--- config.mk ---
export PLATFORM = sky130hd
export DESIGN_NAME = hello_msg_sequencer
export DESIGN_NICKNAME = d
export VERILOG_FILES = /design/src/rtl/hello_msg_sequencer.sv
export SDC_FILE = /design/constraint.sdc
export NUM_CORES = 1
export LEC_CHECK = 0
export CORE_UTILIZATION = 51
export CTS_BUF_LIST = sky130_fd_sc_hd__clkbuf_8 sky130_fd_sc_hd__clkbuf_16
export CTS_CLUSTER_DIAMETER = 60
export DETAILED_ROUTE_END_ITERATION = 16
export PLACE_DENSITY = 0.8
export SLEW_MARGIN = 20
export SYNTH_ARGS = -nofsm -noshare
export SYNTH_HDL_FRONTEND = slang
export SYNTH_SLANG_ARGS = --single-unit
--- constraint.sdc ---
create_clock -name clk -period 5.4 [get_ports clk]
set_input_delay 0.54 -clock clk [delete_from_list [all_inputs] [get_ports clk]]
set_output_delay 0.54 -clock clk [all_outputs]
set_load 0.01 [all_outputs]
--- src/rtl/hello_msg_sequencer.sv ---
// Steps through "HELLO WORLD" one character per tick and offers each character on a valid/ready handshake.
// Optional trailing blank character: define HELLO_SEQ_BLANK_EN.
`timescale 1ns/1ps
module hello_msg_sequencer #(
  parameter int pLOOP    = 1,
  parameter int pMSG_LEN = 11
) (
  input  logic       clk,
  input  logic       rst_n,
  input  logic       start,
  input  logic       stop,
  input  logic       tick,
  output logic       cnt_en,
  output logic [7:0] char_o,
  output logic       char_valid,
  input  logic       char_ready,
  output logic       busy,
  output logic       done,
  output logic [3:0] idx_o
);

`ifdef HELLO_SEQ_BLANK_EN
  typedef enum logic [2:0] {
    S_IDLE, S_SHOW, S_HOLD, S_DONE, S_BLANK_SHOW, S_BLANK_HOLD
  } state_t;
`else
  typedef enum logic [2:0] {
    S_IDLE, S_SHOW, S_HOLD, S_DONE
  } state_t;
`endif

  localparam logic [3:0] LAST_IDX = 4'(pMSG_LEN - 1);
  localparam logic       LOOP_EN  = (pLOOP != 0);

  state_t     state_reg, state_next;
  logic [3:0] idx_reg, idx_next;
  logic [7:0] char_reg, char_next;
  logic       char_valid_reg, char_valid_next;
  logic       cnt_en_reg, cnt_en_next;
  logic       busy_reg, busy_next;
  logic       done_reg, done_next;

  function automatic logic [7:0] rom_char(input logic [3:0] i);
    case (i)
      4'd0:    rom_char = 8'h48;
      4'd1:    rom_char = 8'h45;
      4'd2:    rom_char = 8'h4C;
      4'd3:    rom_char = 8'h4C;
      4'd4:    rom_char = 8'h4F;
      4'd5:    rom_char = 8'h20;
      4'd6:    rom_char = 8'h57;
      4'd7:    rom_char = 8'h4F;
      4'd8:    rom_char = 8'h52;
      4'd9:    rom_char = 8'h4C;
      4'd10:   rom_char = 8'h44;
      default: rom_char = 8'h00;
    endcase
  endfunction

  // State and all outputs are registered from the next-state decode.
  always_ff @(posedge clk or negedge rst_n) begin
    if (!rst_n) begin
      state_reg      <= S_IDLE;
      idx_reg        <= 4'd0;
      char_reg       <= 8'h00;
      char_valid_reg <= 1'b0;
      cnt_en_reg     <= 1'b0;
      busy_reg       <= 1'b0;
      done_reg       <= 1'b0;
    end else begin
      state_reg      <= state_next;
      idx_reg        <= idx_next;
      char_reg       <= char_next;
      char_valid_reg <= char_valid_next;
      cnt_en_reg     <= cnt_en_next;
      busy_reg       <= busy_next;
      done_reg       <= done_next;
    end
  end

  always_comb begin
    state_next = state_reg;
    idx_next   = idx_reg;
    case (state_reg)
      S_IDLE: begin
        if (start) begin
          state_next = S_SHOW;
          idx_next   = 4'd0;
        end
      end
      S_SHOW: begin
        if (stop) begin
          state_next = S_IDLE;
        end else if (char_valid_reg && char_ready) begin
          state_next = S_HOLD;
        end
      end
      S_HOLD: begin
        if (stop) begin
          state_next = S_IDLE;
        end else if (tick) begin
          if (idx_reg < LAST_IDX) begin
            idx_next   = idx_reg + 4'd1;
            state_next = S_SHOW;
          end else begin
`ifdef HELLO_SEQ_BLANK_EN
            state_next = S_BLANK_SHOW;
`else
            if (LOOP_EN) begin
              idx_next   = 4'd0;
              state_next = S_SHOW;
            end else begin
              state_next = S_DONE;
            end
`endif
          end
        end
      end
`ifdef HELLO_SEQ_BLANK_EN
      S_BLANK_SHOW: begin
        if (stop) begin
          state_next = S_IDLE;
        end else if (char_valid_reg && char_ready) begin
          state_next = S_BLANK_HOLD;
        end
      end
      S_BLANK_HOLD: begin
        if (stop) begin
          state_next = S_IDLE;
        end else if (tick) begin
          if (LOOP_EN) begin
            idx_next   = 4'd0;
            state_next = S_SHOW;
          end else begin
            state_next = S_DONE;
          end
        end
      end
`endif
      S_DONE:  state_next = S_IDLE;
      default: state_next = S_IDLE;
    endcase
  end

  always_comb begin
    char_valid_next = 1'b0;
    char_next       = 8'h00;
    cnt_en_next     = 1'b0;
    busy_next       = (state_next != S_IDLE);
    done_next       = (state_next == S_DONE);
    case (state_next)
      S_SHOW: begin
        char_valid_next = 1'b1;
        char_next       = rom_char(idx_next);
      end
      S_HOLD: cnt_en_next = 1'b1;
`ifdef HELLO_SEQ_BLANK_EN
      S_BLANK_SHOW: begin
        char_valid_next = 1'b1;
        char_next       = 8'h20;
      end
      S_BLANK_HOLD: cnt_en_next = 1'b1;
`endif
      default: ;
    endcase
  end

  assign cnt_en     = cnt_en_reg;
  assign char_o     = char_reg;
  assign char_valid = char_valid_reg;
  assign busy       = busy_reg;
  assign done       = done_reg;
  assign idx_o      = idx_reg;

endmodule

==> flow_summary.html <==
<table>
<tr><th>Metric</th><th>Value</th></tr>
<tr><th colspan="2">Synth</th></tr>
<tr><td>Post-synth top area share</td><td>0.490</td></tr>
<tr><td>Portion of netlist area occupied by mux cells</td><td>0.0218</td></tr>
<tr><td>Synthesized area per cell</td><td>10.7 um2</td></tr>
<tr><td>Arithmetic-cell share of the synthesized area counting full adders, half adders and majority gates</td><td>0.0954</td></tr>
<tr><td>Netlist Area Pre-Place</td><td>about 920 um2</td></tr>
<tr><td>Number of synthesized register bits</td><td>18</td></tr>
<tr><td>Warnings, synthesis</td><td>0</td></tr>
<tr><td>Number of instances in the synthesized netlist</td><td>86</td></tr>
<tr><td>Post-synthesis cell type count</td><td>33</td></tr>
<tr><td>Proportion of register bits with asynchronous set or reset after synthesis</td><td>1.00</td></tr>
<tr><td>Compound-gate portion of the synthesized area</td><td>0.157</td></tr>
<tr><td>Most common flop cell mapped by yosys</td><td>sky130_fd_sc_hd__dfrtp_1</td></tr>
<tr><td>Number of synthesized flops with an enable pin</td><td>0</td></tr>
<tr><td>Xor/xnor cell area share of the yosys netlist</td><td>0</td></tr>
<tr><td>Cells taking the most area after synthesis</td><td>sky130_fd_sc_hd__dfrtp_1 49%, sky130_fd_sc_hd__ha_1 9.5%, sky130_fd_sc_hd__nand2_1 5.3%</td></tr>
<tr><td>Post-Synth Simple-Gate Area</td><td>0.199</td></tr>
<tr><td>Main combinational cell family by area after synthesis</td><td>simple AND/OR/NAND/NOR gates</td></tr>
<tr><td>Cell taking the most area after synthesis</td><td>sky130_fd_sc_hd__dfrtp_1</td></tr>
<tr><td>Sequential share of the synthesized area</td><td>0.490</td></tr>
<tr><th colspan="2">Clock network</th></tr>
<tr><td>Setup Buffers After CTS</td><td>0</td></tr>
<tr><td>Number of sinks handled by clock tree synthesis</td><td>18</td></tr>
<tr><td>Num CTS Buffers</td><td>3</td></tr>
<tr><td>Hold buffer count at cts</td><td>0</td></tr>
<tr><td>H-tree lvl count</td><td>1</td></tr>
<tr><td>Latest clock arrival within the worst-skew pair</td><td>0.25 ns</td></tr>
<tr><td>Clock Root Buffer</td><td>sky130_fd_sc_hd__clkbuf_8</td></tr>
<tr><td>Clock Pin Slew Worst Setup and Hold Paths</td><td>about 0.06 ns</td></tr>
<tr><td>Cells resized by post-CTS repair</td><td>0</td></tr>
<tr><td>CTS tree</td><td>built</td></tr>
<tr><td>Deepest clock path buffer count</td><td>2</td></tr>
<tr><th colspan="2">Finish</th></tr>
<tr><td>Diodes inserted</td><td>0</td></tr>
<tr><td>Non-filler instance count after layout</td><td>between 100 and 150</td></tr>
<tr><td>Most frequent cells in the layout</td><td>20 x sky130_fd_sc_hd__clkdlybuf4s50_1, 18 x sky130_fd_sc_hd__dfrtp_1, 13 x sky130_fd_sc_hd__nand2_1, 9 x sky130_fd_sc_hd__nor2_1, 7 x sky130_fd_sc_hd__ha_1</td></tr>
<tr><td>Utilization after layout</td><td>0.748</td></tr>
<tr><td>Max reg flops</td><td>7</td></tr>
<tr><td>Net count, final</td><td>around 120</td></tr>
<tr><td>Synthesis-to-finish area growth</td><td>29.8%</td></tr>
<tr><td>Most common cell after layout, fill and taps aside</td><td>sky130_fd_sc_hd__clkdlybuf4s50_1</td></tr>
<tr><td>Number of inserted filler cells in the final layout</td><td>122</td></tr>
<tr><td>Share of final-layout standard cells stronger than drive strength 1</td><td>0.109</td></tr>
<tr><th colspan="2">Routing</th></tr>
<tr><td>Via count</td><td>698</td></tr>
<tr><td>Routed wire length</td><td>around 1700 um</td></tr>
<tr><td>Wire per inst</td><td>approximately 13 um</td></tr>
<tr><td>Via density per instance</td><td>5.21</td></tr>
<tr><td>Detailed router's first-iteration violation count</td><td>9</td></tr>
<tr><td>Remaining DRCs</td><td>0</td></tr>
<tr><td>Antenna viol nets, final</td><td>0</td></tr>
<tr><td>Number of detailed-route iterations in the first pass</td><td>4</td></tr>
<tr><th colspan="2">Setup path</th></tr>
<tr><td>Kind of end point of the critical path</td><td>flip-flop</td></tr>
<tr><td>Arr. time, crit path</td><td>2.66 ns</td></tr>
<tr><td>Launching element type of the critical path</td><td>primary input</td></tr>
<tr><td>Required time of the critical path</td><td>5.59 ns</td></tr>
<tr><td>Startpoint-to-endpoint class of the critical path</td><td>in -&gt; reg</td></tr>
<tr><td>Crit-path max FO</td><td>6</td></tr>
<tr><th colspan="2">Die</th></tr>
<tr><td>Std-Cell Rows</td><td>14</td></tr>
<tr><td>Initial Util</td><td>0.576</td></tr>
<tr><td>Vertical die dimension</td><td>between 40 and 50 um</td></tr>
<tr><td>I/O pins</td><td>22</td></tr>
<tr><td>Area enclosed by the die boundary</td><td>1970 um2</td></tr>
<tr><td>Area inside the core boundary</td><td>1590 um2</td></tr>
<tr><td>Die X-Extent</td><td>44.4 um</td></tr>
<tr><th colspan="2">GRT</th></tr>
<tr><td>Largest net degree at the start of global routing</td><td>19</td></tr>
<tr><td>GRT overflow</td><td>0</td></tr>
<tr><td>Antenna violations before repair</td><td>0</td></tr>
<tr><td>Number of global-route vias before repair</td><td>between 600 and 700</td></tr>
<tr><td>Overall fraction of global-route tracks in use</td><td>0.207</td></tr>
<tr><td>Wire length of the first global-routing pass</td><td>2890 um</td></tr>
<tr><th colspan="2">STA</th></tr>
<tr><td>Time the final worst path needs with I/O delays and setup</td><td>2.47 ns</td></tr>
<tr><td>Setup violators final</td><td>0</td></tr>
<tr><td>Largest clock skew in the final design</td><td>0.00126 ns</td></tr>
<tr><td>Count of final hold-check violations</td><td>0</td></tr>
<tr><td>Unrepaired setup endpoints after global routing</td><td>false</td></tr>
<tr><td>Fraction of the cycle the final worst path needs</td><td>0.457</td></tr>
<tr><td>Max Fclk</td><td>between 400 and 500 MHz</td></tr>
<tr><td>Post-Route Setup TNS</td><td>0 ns</td></tr>
<tr><td>Slew HR</td><td>0.479</td></tr>
<tr><td>Least-Margin Pin Slew</td><td>between 0.7 and 0.8 ns</td></tr>
<tr><td>Max-slew violations</td><td>0</td></tr>
<tr><th colspan="2">Outcome</th></tr>
<tr><td>Result of the run</td><td>completed</td></tr>
<tr><th colspan="2">Placed design</th></tr>
<tr><td>Number of placed cells counting well taps</td><td>130</td></tr>
<tr><td>Half-perimeter wire length after placement</td><td>1270 um</td></tr>
<tr><td>Input/output buffers</td><td>20</td></tr>
<tr><td>Final Wtd Congestion</td><td>0.819</td></tr>
<tr><th colspan="2">Power</th></tr>
<tr><td>Peak supply drop</td><td>~0.00021 V</td></tr>
<tr><td>Power density cells</td><td>231 nW/um2</td></tr>
<tr><td>Total chip power</td><td>around 0.28 mW</td></tr>
<tr><td>Static leakage</td><td>0.535 nW</td></tr>
<tr><th colspan="2">Run</th></tr>
<tr><td>Total of max-cap violations</td><td>0</td></tr>
<tr><th colspan="2">Worst hold path</th></tr>
<tr><td>Class of the most critical hold timing path</td><td>reg -&gt; reg</td></tr>
</table>
per-layer routing:
metal  track usage  vias to the layer above  wire [um]
met3        0.0612                        0         75
met2         0.350                       15        831
met5             0                        -          0
li1              -                      347          -
met4        0.0364                        0          0
met1         0.268                      336        777
critical path: stages:
cell                              delay (ns)
sky130_fd_sc_hd__clkdlybuf4s50_1        0.45
sky130_fd_sc_hd__nand3b_1               0.29
sky130_fd_sc_hd__or2_2                  0.36
sky130_fd_sc_hd__nand2_1                0.07
sky130_fd_sc_hd__o21ai_0                0.09
sky130_fd_sc_hd__and2_2                 0.24
sky130_fd_sc_hd__ha_1                   0.26
sky130_fd_sc_hd__a21oi_1                0.20
sky130_fd_sc_hd__o211a_1                0.17
Yosys cell counts (2+ instances only):
library cell and instances:
sky130_fd_sc_hd__dfrtp_1 18, sky130_fd_sc_hd__nand2_1 13, sky130_fd_sc_hd__nor2_1 9, sky130_fd_sc_hd__ha_1 7
sky130_fd_sc_hd__inv_1 3, sky130_fd_sc_hd__o21ai_0 3, sky130_fd_sc_hd__and2_2 2, sky130_fd_sc_hd__mux2i_1 2
sky130_fd_sc_hd__nor3_1 2, sky130_fd_sc_hd__o21a_1 2, sky130_fd_sc_hd__o2bb2ai_1 2, sky130_fd_sc_hd__or2_2 2
worst paths after layout:
check | start | endpoint | slack, ns | depth (start not counted)
hold / removal | state_reg[2] | cnt_en | 0.56 | 1
min in group asynchronous | rst_n | cnt_en | 0.74 | 1
setup reg to reg | state_reg[0] | char_o[0] | 3.20 | 8
max in group asynchronous | rst_n | done | 4.17 | 1
setup / recovery | stop | char_o[0] | 2.93 | 9
hold reg to reg | state_reg[2] | cnt_en | 0.56 | 1
final cells by class:
cell class / instances / area [um2] / area share
clock buffer: 4 / 55.1 / 0.0462
sequential: 18 / 450 / 0.378
timing repair buffer: 20 / 200 / 0.168
multi-input combinational: 65 / 445 / 0.374
tap: 24 / 30.0 / 0.0252
inverter: 3 / 11.3 / 0.00944
per-stage QoR:
step                      setup slack (ns)  hold slack, ns  instance area [um2]
after floorplan                       3.34           0.244                  926
after global placement                2.75           0.550                 1140
after detailed placement              2.72           0.553                 1140
after CTS                             2.96           0.567                 1190
after global routing                  2.76           0.601                 1190
final                                 2.93           0.562                 1190
logic make-up (layout without fill, tap and decap cells):
group	Yosys count	in the layout
other	1	3
flip-flops	18	18
AND/OR/NAND/NOR	36	36
multiplexers	2	2
buffers and inverters	5	27
AO/OA/AOI/OAI	17	17
adder cells (fa/ha/maj)	7	7
power breakdown:
part / internal (mW) / switching [mW] / total (mW)
registers: 0.139 / 0.00285 / 0.142
clock network: 0.0647 / 0.0423 / 0.107
logic: 0.0132 / 0.0130 / 0.0262
No activity file was read; power rests on OpenSTA's default activity.
